**config.mk**
```make
export PLATFORM = sky130hd
export DESIGN_NAME = serial_adder_8bit_flat
export DESIGN_NICKNAME = d
export VERILOG_FILES = /design/src/rtl/serial_adder_8bit_pkg.sv /design/src/rtl/serial_adder_8bit_if.sv /design/src/rtl/serial_adder_8bit_full_adder_1bit.sv /design/src/rtl/serial_adder_8bit.sv /design/src/flat_wrapper.sv
export SDC_FILE = /design/constraint.sdc
export NUM_CORES = 1
export LEC_CHECK = 0
export ABC_CLOCK_PERIOD_IN_PS = 4900
export CORE_ASPECT_RATIO = 0.5
export CORE_MARGIN = 5
export CORE_UTILIZATION = 25
export CTS_BUF_LIST = sky130_fd_sc_hd__clkbuf_4 sky130_fd_sc_hd__clkbuf_8 sky130_fd_sc_hd__clkbuf_16
export DETAILED_ROUTE_END_ITERATION = 8
export PLACE_DENSITY_LB_ADDON = 0.12
export SETUP_SLACK_MARGIN = 0.4
export SYNTH_ARGS = -nofsm -noshare
export SYNTH_HDL_FRONTEND = slang
export SYNTH_HIERARCHICAL = 1
export SYNTH_SLANG_ARGS = --single-unit
```
**constraint.sdc**
```tcl
create_clock -name clk -period 4.9 [get_ports clk]
set_clock_uncertainty 0.2 [all_clocks]
set_input_delay 0.98 -clock clk [delete_from_list [all_inputs] [get_ports clk]]
set_output_delay 0.98 -clock clk [all_outputs]
set_load 0.05 [all_outputs]
```
**src/rtl/serial_adder_8bit_pkg.sv**
```systemverilog
// Shared constants and state encoding for the bit-serial adder.
package serial_adder_8bit_pkg;

    localparam int DEFAULT_WIDTH = 8;
    localparam int DEFAULT_CNT_W = $clog2(DEFAULT_WIDTH);

    typedef enum logic [1:0] {
        IDLE = 2'd0,
        RUN  = 2'd1,
        DONE = 2'd2
    } state_e;

endpackage

```
**src/rtl/serial_adder_8bit_if.sv**
```systemverilog
// Operand/result bus of the serial adder; op exists only with SERIAL_SUB_EN.
interface serial_adder_8bit_if
    import serial_adder_8bit_pkg::*;
#(
    parameter int WIDTH = DEFAULT_WIDTH
);
    // start is a request sampled on any rising edge where busy is low (IDLE or
    // DONE); A/B/carry_in/op are only looked at on that edge. done is a one-cycle
    // pulse during which result/carry_out/overflow are fresh; they then hold.
    logic             start;
    logic [WIDTH-1:0] A;
    logic [WIDTH-1:0] B;
    logic             carry_in;
`ifdef SERIAL_SUB_EN
    logic             op;
`endif
    logic             busy;
    logic             done;
    logic [WIDTH-1:0] result;
    logic             carry_out;
    logic             overflow;

    modport master (
        output start, A, B, carry_in,
`ifdef SERIAL_SUB_EN
        output op,
`endif
        input  busy, done, result, carry_out, overflow
    );

    modport slave (
        input  start, A, B, carry_in,
`ifdef SERIAL_SUB_EN
        input  op,
`endif
        output busy, done, result, carry_out, overflow
    );

endinterface

```
**src/rtl/serial_adder_8bit_full_adder_1bit.sv**
```systemverilog
// Single full-adder cell, shared with the ripple-carry adder.
module full_adder_1bit (
    input  logic a,
    input  logic b,
    input  logic cin,
    output logic s,
    output logic cout
);

    assign s    = a ^ b ^ cin;
    assign cout = (a & b) | (cin & (a ^ b));

endmodule

```
**src/rtl/serial_adder_8bit.sv**
```systemverilog
// Bit-serial two's-complement adder, LSB first, WIDTH cycles per operation.
// Define SERIAL_SUB_EN to add the op input (1 = subtract A - B).
module serial_adder_8bit
    import serial_adder_8bit_pkg::*;
#(
    parameter int WIDTH = DEFAULT_WIDTH
) (
    input  logic                clk,
    input  logic                reset,
    serial_adder_8bit_if.slave  bus,
    output state_e              dbg_state
);

    localparam int CntW = $clog2(WIDTH);

    state_e           state_q, state_d;
    logic [WIDTH-1:0] opa_q, opa_d;
    logic [WIDTH-1:0] opb_q, opb_d;
    logic [WIDTH-1:0] sum_q, sum_d;
    logic [WIDTH-1:0] result_q, result_d;
    logic [CntW-1:0]  cnt_q, cnt_d;
    logic             carry_q, carry_d;
    logic             cmsb_q, cmsb_d;
    logic             carry_out_q, carry_out_d;
    logic             overflow_q, overflow_d;
    logic             fa_s, fa_cout;
    logic [WIDTH-1:0] b_load;
    logic             carry_load;

    full_adder_1bit u_fa (
        .a    (opa_q[0]),
        .b    (opb_q[0]),
        .cin  (carry_q),
        .s    (fa_s),
        .cout (fa_cout)
    );

`ifdef SERIAL_SUB_EN
    // Subtraction is A + ~B + 1; the caller's carry_in is ignored.
    assign b_load     = bus.op ? ~bus.B : bus.B;
    assign carry_load = bus.op ? 1'b1 : bus.carry_in;
`else
    assign b_load     = bus.B;
    assign carry_load = bus.carry_in;
`endif

    always_comb begin
        state_d     = state_q;
        opa_d       = opa_q;
        opb_d       = opb_q;
        sum_d       = sum_q;
        result_d    = result_q;
        cnt_d       = cnt_q;
        carry_d     = carry_q;
        cmsb_d      = cmsb_q;
        carry_out_d = carry_out_q;
        overflow_d  = overflow_q;
        case (state_q)
            IDLE, DONE: begin
                state_d = IDLE;
                if (bus.start) begin
                    opa_d   = bus.A;
                    opb_d   = b_load;
                    carry_d = carry_load;
                    cnt_d   = '0;
                    state_d = RUN;
                end
            end
            RUN: begin
                opa_d   = opa_q >> 1;
                opb_d   = opb_q >> 1;
                sum_d   = {fa_s, sum_q[WIDTH-1:1]};
                carry_d = fa_cout;
                cnt_d   = cnt_q + 1'b1;
                if (cnt_q == CntW'(WIDTH - 2)) begin
                    cmsb_d = fa_cout;
                end
                if (cnt_q == CntW'(WIDTH - 1)) begin
                    cnt_d       = cnt_q;
                    result_d    = {fa_s, sum_q[WIDTH-1:1]};
                    carry_out_d = fa_cout;
                    overflow_d  = cmsb_q ^ fa_cout;
                    state_d     = DONE;
                end
            end
            default: state_d = IDLE;
        endcase
    end

    always_ff @(posedge clk or posedge reset) begin
        if (reset) begin
            state_q     <= IDLE;
            opa_q       <= '0;
            opb_q       <= '0;
            sum_q       <= '0;
            result_q    <= '0;
            cnt_q       <= '0;
            carry_q     <= 1'b0;
            cmsb_q      <= 1'b0;
            carry_out_q <= 1'b0;
            overflow_q  <= 1'b0;
        end else begin
            state_q     <= state_d;
            opa_q       <= opa_d;
            opb_q       <= opb_d;
            sum_q       <= sum_d;
            result_q    <= result_d;
            cnt_q       <= cnt_d;
            carry_q     <= carry_d;
            cmsb_q      <= cmsb_d;
            carry_out_q <= carry_out_d;
            overflow_q  <= overflow_d;
        end
    end

    assign bus.busy      = (state_q == RUN);
    assign bus.done      = (state_q == DONE);
    assign bus.result    = result_q;
    assign bus.carry_out = carry_out_q;
    assign bus.overflow  = overflow_q;
    assign dbg_state     = state_q;

endmodule

```
**src/flat_wrapper.sv**
```systemverilog
// flat-port wrapper written by rule: the top's interface ports become plain ports
module serial_adder_8bit_flat import serial_adder_8bit_pkg::*;
#(
    parameter int WIDTH = DEFAULT_WIDTH
)
  (clk, reset, dbg_state, bus_start, bus_A, bus_B, bus_carry_in, bus_busy, bus_done, bus_result, bus_carry_out, bus_overflow);
  serial_adder_8bit_if #(.WIDTH(WIDTH)) bus_i ();
  input  logic clk;
  input  logic reset;
  output state_e dbg_state;
  input wire logic [$bits(bus_i.start)-1:0] bus_start;
  input wire logic [$bits(bus_i.A)-1:0] bus_A;
  input wire logic [$bits(bus_i.B)-1:0] bus_B;
  input wire logic [$bits(bus_i.carry_in)-1:0] bus_carry_in;
  output wire logic [$bits(bus_i.busy)-1:0] bus_busy;
  output wire logic [$bits(bus_i.done)-1:0] bus_done;
  output wire logic [$bits(bus_i.result)-1:0] bus_result;
  output wire logic [$bits(bus_i.carry_out)-1:0] bus_carry_out;
  output wire logic [$bits(bus_i.overflow)-1:0] bus_overflow;
  assign bus_i.start = bus_start;
  assign bus_i.A = bus_A;
  assign bus_i.B = bus_B;
  assign bus_i.carry_in = bus_carry_in;
  assign bus_busy = bus_i.busy;
  assign bus_done = bus_i.done;
  assign bus_result = bus_i.result;
  assign bus_carry_out = bus_i.carry_out;
  assign bus_overflow = bus_i.overflow;
  serial_adder_8bit #(.WIDTH(WIDTH)) u_core (.clk(clk), .reset(reset), .bus(bus_i), .dbg_state(dbg_state));
endmodule
```
==> metrics list <==
- Outcome: complete, no violations
- In the final routed layout, each cell accounts on average for 12.13 um.
- Most used flip-flop cell after synthesis: dfrtp_1
- Setup repair after global routing left no endpoint under its margin.
* Avg Synthesized Cell Area: 10.86 um^2
* Commonest non-fill, non-tap cells in the layout: 40 x dfrtp_1, 33 x clkdlybuf4s50_1, 23 x nand2_1
* Top cell type by total area after synthesis: dfrtp_1
- Start point of the worst min-delay path: u_core/sum_q[1]$_DFFE_PP0N_
- TritonCTS built the clock tree.
* Initial antenna violation count: 0
* # H-tree levels: 2
- Final antenna diode count: 0
- Crit-path max FO: 21
- Measured against its own limit, the worst slew margin works out to 0.5811.
- Full die area: 0.008871 mm^2
- Synth top area cells: dfrtp_1 57%, mux2_2 5.8%, nand2_1 4.9%
- In the routed design, unresolved DRC markers number 0.
- The first global-routing pass estimated 6092 um of wire.
- Clock transition at path regs: about 60 ps
- In this run, post-CTS repair resized a total of 0 instances.
- Postcts setup bufs: 0
* Most common cell after layout, fill and taps aside: dfrtp_1
- Final critical path time including I/O delays and setup: 3539 ps
- Capturing point of the worst reg2reg path: u_core/cmsb_q$_DFFE_PP0P_
- I/O pin count: 34
- Asr flop ratio synth: 1.000
* Actual slew at the worst max-slew pin: 628.4 ps
- Gate family responsible for the most delay along the worst path: buffers and inverters
- Type of the setup path with the least slack: reg2out
* Vias post-DR: 1201
- Synthesis instantiated 29 different standard cells from the library.
- In the final layout, the share of cells above drive strength 1 is 0.1082.
- STA classifies the critical path endpoint as an output pin.
- The area growth from synthesis to layout is 31.40%.
* Die width: 128.3 um
- For this configuration, the core starts out at a cell density of 0.2590.
- Row generation in the floorplan step produced 21 rows.
- Summed negative setup slack over all endpoints: 0 ps
* Critical Path, Cell by Cell: nand2b_2, clkinv_2, clkdlybuf4s50_1
- Cell area after layout: 0.002298 mm^2
- Vias in the first global route: 1263
- Achievable clock frequency: approximately 0.28 GHz
* Crit path buffers/inverters: 2
- Overall power after layout: 0.001550 W
* Bufs on Longest Clock Path: 2
- Chip height: approximately 69 um
* Area post-placement: 0.002145 mm^2
* Min Hold Slack: 276.7 ps
* Maximum number of pins on one net before global-route repair: between 40 and 50
- Worst-case register-to-register setup slack: 2860 ps
* Number of synthesized flops with an enable pin: 0
- Register bit total from synthesis: 40
- For this run, the share of the core covered by cells in the final layout is 0.3404.
- Counting cells, the worst reg-to-reg path comes to 4.
- The net count of the finished layout is 217.
- Yosys warning total: 6
- The slowest stage of the critical path belongs to the cell clkdlybuf4s50_1.
* Cell Pwr Density: 674.5 mW/mm^2
* Max-slew violations: 0
- IR analysis of the VDD net gives a maximum drop of 0.1608 mV.
* Path class of the lowest-slack min-delay path: reg2reg
- In the routed layout, each cell is associated on average with a via count of 4.199.
- The critical path starts at u_core/dbg_state[0]$_DFFE_PP0P_.
- The floorplan step defined a core boundary enclosing just under 0.007 mm^2.
- The detail route stage leaves a number of antenna-violating nets equal to 0.
* Number of design-rule violations left by the first detailed-router iteration: 31
- STA classifies the critical path startpoint as a flip-flop.
* Longest individual stage delay on the worst path: ~830 ps
- The tree is rooted in a clkbuf_16.
- The startpoint identified for the worst register-to-register timing path is u_core/dbg_state[1]$_DFFE_PP0P_.
* Required time of the critical path: ~3700 ps
- Gate count after technology mapping: 161
- Port buffer count: 33
- Buffers inserted during clock tree synthesis total 5.
* Share of the cycle needed by the critical path after routing: 0.7222
* Portion of synthesized cell area occupied by the leading cell type: 0.5722
* Number of iterations in the first detailed-routing pass: 4
- CP Data Arrival Time: 2360 ps
- The total overflow left after global routing is 0.
* Number of buffers inserted for hold repair after clock tree synthesis: 0
- Max-cap violations in this run came to 0.
- Clock latency at the later pin of the worst-skew pair: 270 ps
- Sink Count: 40
- Wire length reported by the detailed router: 3469 um
* Nets in the synthesized netlist: 185
* Detailed placement HPWL: 2410 um
* Number of hold-slack violations in the final timing report: 0
* Number of endpoints failing setup at the final stage: 0
- In this run the static leakage power is about 1.1 nW.
- For this run, the register share of the synthesized area comes to 0.5722.
* Weighted congestion reported at the end of routability-driven placement: 0.6615
- For hold timing, the worst endpoint is u_core/sum_q[1]$_DFFE_PP0N_.
- Counting instances, the worst hold path has a depth of 2.
- Post-synth design cell area: 0.001749 mm^2
- Gr usage total: 0.08546
-- registers in the layout (all words and copies together) (netlist names) --
register and count:
u_core/bus.carry_out 1, u_core/bus.overflow 1, u_core/bus.result 8, u_core/carry_q 1
u_core/cmsb_q 1, u_core/cnt_q 3, u_core/dbg_state 2, u_core/opa_q 8
u_core/opb_q 8, u_core/sum_q 7
-- how the worst max path moves through the flow --
stage / to / slack, ps / depth (start not counted)
final: bus_busy / 1360 / 3
after global routing: bus_busy / 1170 / 3
after CTS: bus_busy / 1280 / 3
after detailed placement: bus_busy / 1600 / 3
after global placement: bus_busy / 1640 / 3
after floorplan: bus_done / 2110 / 2
-- power by group --
group	switching, W	internal, W
Clock	0.000119	0.000214
Sequential	0.000104	0.000479
Combinational	0.000378	0.000257
-- kinds of logic (layout without fill, tap and decap cells) --
kind of cell,after synthesis,count (layout),synth area share
AO/OA/AOI/OAI,39,39,0.1288
XOR/XNOR,1,1,0.005008
adder cells (fa/ha/maj),4,4,0.03291
buffers and inverters,27,60,0.07225
flip-flops,40,40,0.5722
multiplexers,14,14,0.08727
AND/OR/NAND/NOR,36,36,0.1016
-- synth_stat cells, types with 2 or more instances --
cell      instances
nand3_1           5
clkbuf_1          2
ha_1              3
a211oi_1          2
dfrtp_1          40
nor2b_1           3
o21ai_0           4
buf_6             2
o21ai_1           2
o22ai_1          13
nand2_1          23
mux2_2            9
buf_2             4
inv_1            17
mux2i_1           4
a21oi_1          15
-- final cells by class --
cell class | count | area, um^2
fill | 695 | 4454
timing repair buffer | 34 | 337.8
multi-input combinational | 94 | 621.8
clock buffer | 8 | 153.9
inverter | 18 | 68.82
sequential | 40 | 1001
tap | 92 | 115.1
-- stage by stage --
| stage | setup WS [ps] | cells |
|---|---|---|
| after floorplan | 2109 | 161 |
| after global placement | 1637 | 278 |
| after detailed placement | 1600 | 278 |
| after CTS | 1284 | 286 |
| after global routing | 1168 | 286 |
| final | 1361 | 286 |
-- worst min-delay path, stage by stage, from the launching register on --
cell and delay (ps):
dfrtp_1 340, nand2_1 50, nand2_1 50
-- layer usage --
metal  global-route usage  routed length [um]
met2               0.1285                1444
met1               0.1131                1823
met3              0.03164                 176
met5                    0                   0
met4              0.02824                  25
No activity file was read; power rests on OpenSTA's default activity.
